File: config.mk
export PLATFORM = sky130hd
export DESIGN_NAME = mem_access_unit
export DESIGN_NICKNAME = d
export VERILOG_FILES = /design/src/rtl/mem_access_unit.sv
export SDC_FILE = /design/constraint.sdc
export NUM_CORES = 1
export LEC_CHECK = 0
export CAP_MARGIN = 25
export CORE_MARGIN = 2
export CORE_UTILIZATION = 40
export CTS_CLUSTER_SIZE = 28
export DETAILED_ROUTE_END_ITERATION = 10
export PLACE_DENSITY = 0.68
export SYNTH_ARGS = -nofsm -noshare
export SYNTH_HDL_FRONTEND = slang
export SYNTH_SLANG_ARGS = --single-unit
File: constraint.sdc
create_clock -name clk_i -period 3.01 [get_ports clk_i]
set_clock_uncertainty 0.05 [all_clocks]
set_input_delay 0.4515 -clock clk_i [delete_from_list [all_inputs] [get_ports clk_i]]
set_output_delay 0.4515 -clock clk_i [all_outputs]
set_load 0.005 [all_outputs]
File: src/rtl/mem_access_unit.sv
// mem_access_unit
//
// Load/store sequencer between the execute/memory stage and a 1024x32
// word-addressed BRAM.
// Byte, half and word requests arrive byte-addressed. The unit drives the
// BRAM's active-low read and write strobes. It performs read-modify-write
// for sub-word stores. Loads are aligned and then sign- or zero-extended.
//
// The BRAM samples address and strobes on the falling clock edge. A strobe
// registered on one rising edge has therefore completed by the next rising
// edge, so each memory phase lasts exactly one cycle.
//
// Handshake: the request is a single-cycle offer. req_i is sampled only
// while busy_o is low (IDLE). Once accepted, the request fields are
// registered and the inputs become don't-care. A request made while busy_o
// is high is dropped, not queued. Every accepted request ends with exactly
// one done_o pulse. misalign_o is meaningful only while done_o is high. An
// aborting reset produces no done_o.
//
// Configuration macro: MEM_ACCESS_MISALIGN_TRAP_EN
//   defined   - a request faults if size is 11, if a half access has
//               addr[0]=1, or if a word access has addr[1:0]!=0. A faulting
//               request completes with misalign_o=1 and never touches memory.
//   undefined - misalign_o is tied 0. Half accesses ignore addr[0], word
//               accesses ignore addr[1:0], and size 11 is treated as word.
//
// Ports:
//   clk_i, reset_i       clock (rising edge), synchronous active-high reset
//   req_i, we_i          request strobe; 1=store, 0=load
//   size_i               00=byte, 01=half, 10=word, 11=illegal
//   unsigned_i           zero-extend loads when 1, sign-extend when 0
//   addr_i               byte address (WORDS+2 bits)
//   wdata_i              store data, right-justified
//   busy_o               high whenever the FSM is not IDLE
//   done_o               one-cycle completion pulse
//   rdata_o              extended load result, held until the next load
//   misalign_o           fault flag, valid with done_o
//   mem_addr_o           BRAM word address
//   mem_data_o           BRAM write data
//   mem_wr_o, mem_rd_o   BRAM write/read enables, active-low
//   mem_data_i           BRAM read data
//   dbg_state_o          current FSM state, for debug and checkers

module mem_access_unit #(
    parameter int WORDS      = 10,
    parameter int DATA_WIDTH = 32
) (
    input  logic                  clk_i,
    input  logic                  reset_i,
    input  logic                  req_i,
    input  logic                  we_i,
    input  logic [1:0]            size_i,
    input  logic                  unsigned_i,
    input  logic [WORDS+1:0]      addr_i,
    input  logic [DATA_WIDTH-1:0] wdata_i,
    output logic                  busy_o,
    output logic                  done_o,
    output logic [DATA_WIDTH-1:0] rdata_o,
    output logic                  misalign_o,
    output logic [WORDS-1:0]      mem_addr_o,
    output logic [DATA_WIDTH-1:0] mem_data_o,
    output logic                  mem_wr_o,
    output logic                  mem_rd_o,
    input  logic [DATA_WIDTH-1:0] mem_data_i,
    output logic [1:0]            dbg_state_o
);

    typedef enum logic [1:0] {
        S_IDLE = 2'd0,
        S_RD   = 2'd1,
        S_WR   = 2'd2,
        S_RESP = 2'd3
    } state_t;

    localparam logic [1:0] SZ_BYTE = 2'b00;
    localparam logic [1:0] SZ_HALF = 2'b01;
    localparam logic [1:0] SZ_WORD = 2'b10;

    state_t                  state;
    logic                    we_q;
    logic [1:0]              size_q;
    logic                    unsigned_q;
    logic [1:0]              lane_q;
    logic [DATA_WIDTH-1:0]   wdata_q;

    logic                    fault_c;
    logic                    is_word_c;
    logic [1:0]              size_norm_c;

    // Pick the addressed byte or half out of a word, then extend it to 32
    // bits. Half lanes use only lane[1], so the unused low address bit has
    // no effect when faults are disabled.
    function automatic logic [DATA_WIDTH-1:0] extract(
        input logic [DATA_WIDTH-1:0] w,
        input logic [1:0]            sz,
        input logic [1:0]            lane,
        input logic                  uns
    );
        logic [7:0]  b;
        logic [15:0] h;
        b = w[{lane, 3'b000} +: 8];
        h = lane[1] ? w[31:16] : w[15:0];
        case (sz)
            SZ_BYTE: extract = {{24{~uns & b[7]}}, b};
            SZ_HALF: extract = {{16{~uns & h[15]}}, h};
            default: extract = w;
        endcase
    endfunction

    // Overwrite only the addressed lane(s) of the old word. Every other bit
    // passes through unchanged.
    function automatic logic [DATA_WIDTH-1:0] merge(
        input logic [DATA_WIDTH-1:0] w,
        input logic [DATA_WIDTH-1:0] d,
        input logic [1:0]            sz,
        input logic [1:0]            lane
    );
        logic [DATA_WIDTH-1:0] m;
        m = w;
        case (sz)
            SZ_BYTE: m[{lane, 3'b000} +: 8] = d[7:0];
            SZ_HALF: begin
                if (lane[1]) m[31:16] = d[15:0];
                else         m[15:0]  = d[15:0];
            end
            default: m = d;
        endcase
        merge = m;
    endfunction

    always_comb begin
        // Size 11 is folded into word. When faults are enabled it never
        // reaches the datapath because it traps first.
        size_norm_c = (size_i == 2'b11) ? SZ_WORD : size_i;
        is_word_c   = (size_norm_c == SZ_WORD);
`ifdef MEM_ACCESS_MISALIGN_TRAP_EN
        fault_c = (size_i == 2'b11)
               || ((size_i == SZ_HALF) && addr_i[0])
               || ((size_i == SZ_WORD) && (addr_i[1:0] != 2'b00));
`else
        fault_c = 1'b0;
`endif
    end

    assign busy_o      = (state != S_IDLE);
    assign dbg_state_o = state;

    always_ff @(posedge clk_i) begin
        if (reset_i) begin
            state      <= S_IDLE;
            we_q       <= 1'b0;
            size_q     <= SZ_BYTE;
            unsigned_q <= 1'b0;
            lane_q     <= 2'b00;
            wdata_q    <= '0;
            done_o     <= 1'b0;
            misalign_o <= 1'b0;
            rdata_o    <= '0;
            mem_addr_o <= '0;
            mem_data_o <= '0;
            mem_wr_o   <= 1'b1;
            mem_rd_o   <= 1'b1;
        end else begin
            // Strobes and pulses default inactive. Each state that needs
            // one asserts it for exactly the following cycle.
            done_o     <= 1'b0;
            misalign_o <= 1'b0;
            mem_wr_o   <= 1'b1;
            mem_rd_o   <= 1'b1;

            case (state)
                S_IDLE: begin
                    if (req_i) begin
                        we_q       <= we_i;
                        size_q     <= size_norm_c;
                        unsigned_q <= unsigned_i;
                        lane_q     <= addr_i[1:0];
                        wdata_q    <= wdata_i;
                        mem_addr_o <= addr_i[WORDS+1:2];
                        if (fault_c) begin
                            state      <= S_RESP;
                            done_o     <= 1'b1;
                            misalign_o <= 1'b1;
                        end else if (we_i && is_word_c) begin
                            // A full-word store needs no read phase.
                            state      <= S_WR;
                            mem_wr_o   <= 1'b0;
                            mem_data_o <= wdata_i;
                        end else begin
                            state    <= S_RD;
                            mem_rd_o <= 1'b0;
                        end
                    end
                end

                S_RD: begin
                    // mem_data_i became valid at the falling edge of the RD
                    // cycle, so it is consumed on this rising edge.
                    if (we_q) begin
                        state      <= S_WR;
                        mem_wr_o   <= 1'b0;
                        mem_data_o <= merge(mem_data_i, wdata_q, size_q, lane_q);
                    end else begin
                        state   <= S_RESP;
                        done_o  <= 1'b1;
                        rdata_o <= extract(mem_data_i, size_q, lane_q, unsigned_q);
                    end
                end

                S_WR: begin
                    state  <= S_RESP;
                    done_o <= 1'b1;
                end

                S_RESP: begin
                    state <= S_IDLE;
                end

                default: begin
                    state <= S_IDLE;
                end
            endcase
        end
    end

endmodule

==> results.cfg <==
[status]
status = completed

[floorplan]
boundaryPins = 164
start_util = 0.407
core_area_mm2 = 0.0151
die_x_um = 128
rows = 45
die-area_mm2 = 0.0164
die_y_um = 128

[global_route]
grt_pass1_wl_um = 32000
grt_max_degree = 55
antenna_found_initial = 0
grt_util_all_layers = 0.253
grt_pass1_vias = 5862
grt-ovfl-total = 0

[sta]
finalHoldViolations = 0
fmax_mhz = 399
drv_slew = 0
fin_tns_setup_ns = 0
fin_crit_sh = 0.833
rsz0062_at_grt = no
worstMarginPinSlew_ns = 0.987
maxSlewHeadroom = 0.342
min_period_ns = 2.51
worst_slack_ns = 0.503
finalSetupViolCount = 0

[finish]
final_layout_size_suffix_gt1_frac = 0.128
final_cell_mix = clkdlybuf4s50_1 (161), nand2_1 (141), dfxtp_1 (116)
syn_to_final_growth_pct = 36.6
fin_nets = 969
antenna_cells = 0
layout_commonest_cell = clkdlybuf4s50_1

[setup_path]
slowest_delay_ns = 0.76
crit_slowest_cell = or4b_2
cp-start-kind = flip-flop
r2r_cells = 6
worstReg2RegStart = lane_q[0]
r2r_slack_ns = 0.50
cp_max_fo = 8
r2r_end = mem_data_o[25]
critPathArrivalTime_ns = 2.81
required_ns = 3.31
critical_path_class = flip-flop to flip-flop
startpoint = lane_q[0]
crit_chain = inv_1 -> ha_1 -> or4b_2 -> nor3_1 -> o311ai_0 -> a21oi_1
critPathCapture = mem_data_o[25]
end_kind = flip-flop

[drt]
drt_iter0_markers = 511
wl_per_cell_um = 19.0
dr.pass1.iters = 5
via_per_inst = 5.70
drt-total-wl_um = 20500
antenna_left = 0
vias = 6138
drc = 0

[clocking]
holdBufCountCts = 0
cts_made_buffers = 17
clock_sinks = 117
postCtsSetupBuffers = 0
cts_tree = built
clk_latency_ns = 0.42
cts_max_level = 4
cts.clk_slew.worst_paths_ns = 0.05
cts_resized = 0
clockRootBuffer = clkbuf_16
clock_path_buffers = 2

[pwr]
power.density_mw_per_mm2 = 908
swShare = 0.363
p_leak_nw = 2.95
total_power_mw = 7.62
p_int_mw = 4.85
vdd_drop_max_uv = 491
comb_power_share = 0.440
p_seq_frac = 0.321
clockPowerShare = 0.240
switchingPower_mw = 2.77

[place]
place_congestion = 0.902
pre_cts_ws_ns = 0.415
dp_hpwl_um = 14600
port_buffers = 162

[logic_synthesis]
syn_area_mm2 = 0.00614
yosys.area.top_type_share = 0.381
synth.yosys.seq_area_share = 0.381
syn-instance-count = 744
synth_cell_types = 54
async_flop_share = 0
yosys.area.top_type = dfxtp_1
synthesis.nets = 835
synthTopCellsByArea = dfxtp_1 (38%), nand2_1 (8.6%), a21oi_1 (5.9%), o41ai_2 (3.2%), nor2_1 (3.1%)
syn_avg_cell_area_um2 = 8.26
synth_edf_count = 0
synth_warnings = 0
synth-seq-cells = 117
ys.flop_type = dfxtp_1

[hold_path]
hp-class = flip-flop to flip-flop

[job]
drv_cap = 0
[Yosys cell counts, types with 11 or more instances]
cell and count:
a211oi_1 25, a211oi_2 11, a21oi_1 73, a221oi_1 14, clkbuf_1 42, dfxtp_1 117, inv_1 22, mux2_2 14
mux2i_1 19, nand2_1 141, nand3b_1 18, nor2_1 51, nor3_1 15, o21ai_0 24, o41ai_2 12, or2_2 14
[metrics by stage]
stage / instances / hold WS (ns) / instance area, um^2 / utilization
after floorplan: 744 / 0.382 / 6140 / -
after global placement: 1047 / 0.387 / 7870 / 0.521
after detailed placement: 1047 / 0.398 / 7870 / 0.521
after CTS: 1076 / 0.403 / 8390 / 0.556
after global routing: 1076 / 0.426 / 8390 / 0.556
final: 1076 / 0.399 / 8390 / 0.556
[worst min path at each step]
stage	cells past startpoint	slack (ns)	to	from
after floorplan	2	0.38	wdata_q[16]	wdata_q[16]
after global placement	2	0.39	wdata_q[16]	wdata_q[16]
after detailed placement	2	0.40	mem_addr_o[7]	mem_addr_o[7]
after CTS	2	0.40	mem_addr_o[7]	mem_addr_o[7]
after global routing	2	0.43	wdata_q[22]	wdata_q[22]
final	2	0.40	mem_addr_o[8]	mem_addr_o[8]
[routing by layer]
layer | vias to the layer above | track usage | wire length [um]
met4 | 0 | 0.0892 | 569
met2 | 276 | 0.380 | 8920
li1 | 2929 | - | -
met1 | 2884 | 0.344 | 9240
met5 | - | 0 | 0
met3 | 49 | 0.0755 | 1770
[area by class of cell]
class                           count  area [um^2]
Timing Repair Buffer              180         1770
Tap cell                          188          235
Multi-Input combinational cell    540         3440
Fill cell                        1427         6700
Inverter                           22         82.6
Clock buffer                       25          505
Sequential cell                   117         2340
Clock inverter                      4         22.5
[power groups by stage]
| stage | sequential (mW) | combinational [mW] | clock (mW) |
|---|---|---|---|
| after CTS | 2.44 | 3.36 | 1.85 |
| after floorplan | 2.39 | 1.87 | 0 |
| after global routing | 2.51 | 3.65 | 1.91 |
| after global placement | 2.46 | 3.31 | 0 |
| after detailed placement | 2.46 | 3.34 | 0 |
| final | 2.44 | 3.35 | 1.83 |
[critical path: cells and delay by family, from the launching register on]
family	cells	cell delay, ns
AND/OR/NAND/NOR	2	0.97
buffers and inverters	1	0.18
adder cells (fa/ha/maj)	1	0.41
flip-flops	1	0.49
AO/OA/AOI/OAI	2	0.33
[registers in the layout, summed over array words and instances (netlist names)]
signal / flops
dbg_state_o: 2
done_o: 1
lane_q: 2
mem_addr_o: 10
mem_data_o: 32
mem_rd_o: 1
mem_wr_o: 1
rdata_o: 32
size_q: 2
unsigned_q: 1
wdata_q: 32
we_q: 1
[logic make-up (layout without fill, tap and decap cells)]
| logic type | after synthesis | in the layout | synth area share |
|---|---|---|---|
| multiplexers | 33 | 33 | 0.0566 |
| buffers and inverters | 87 | 231 | 0.0595 |
| AND/OR/NAND/NOR | 280 | 280 | 0.215 |
| other | 1 | 1 | 0.000611 |
| AO/OA/AOI/OAI | 218 | 218 | 0.271 |
| adder cells (fa/ha/maj) | 8 | 8 | 0.0163 |
| flip-flops | 117 | 117 | 0.381 |
Note: power is estimated with default switching activity, not from simulation.
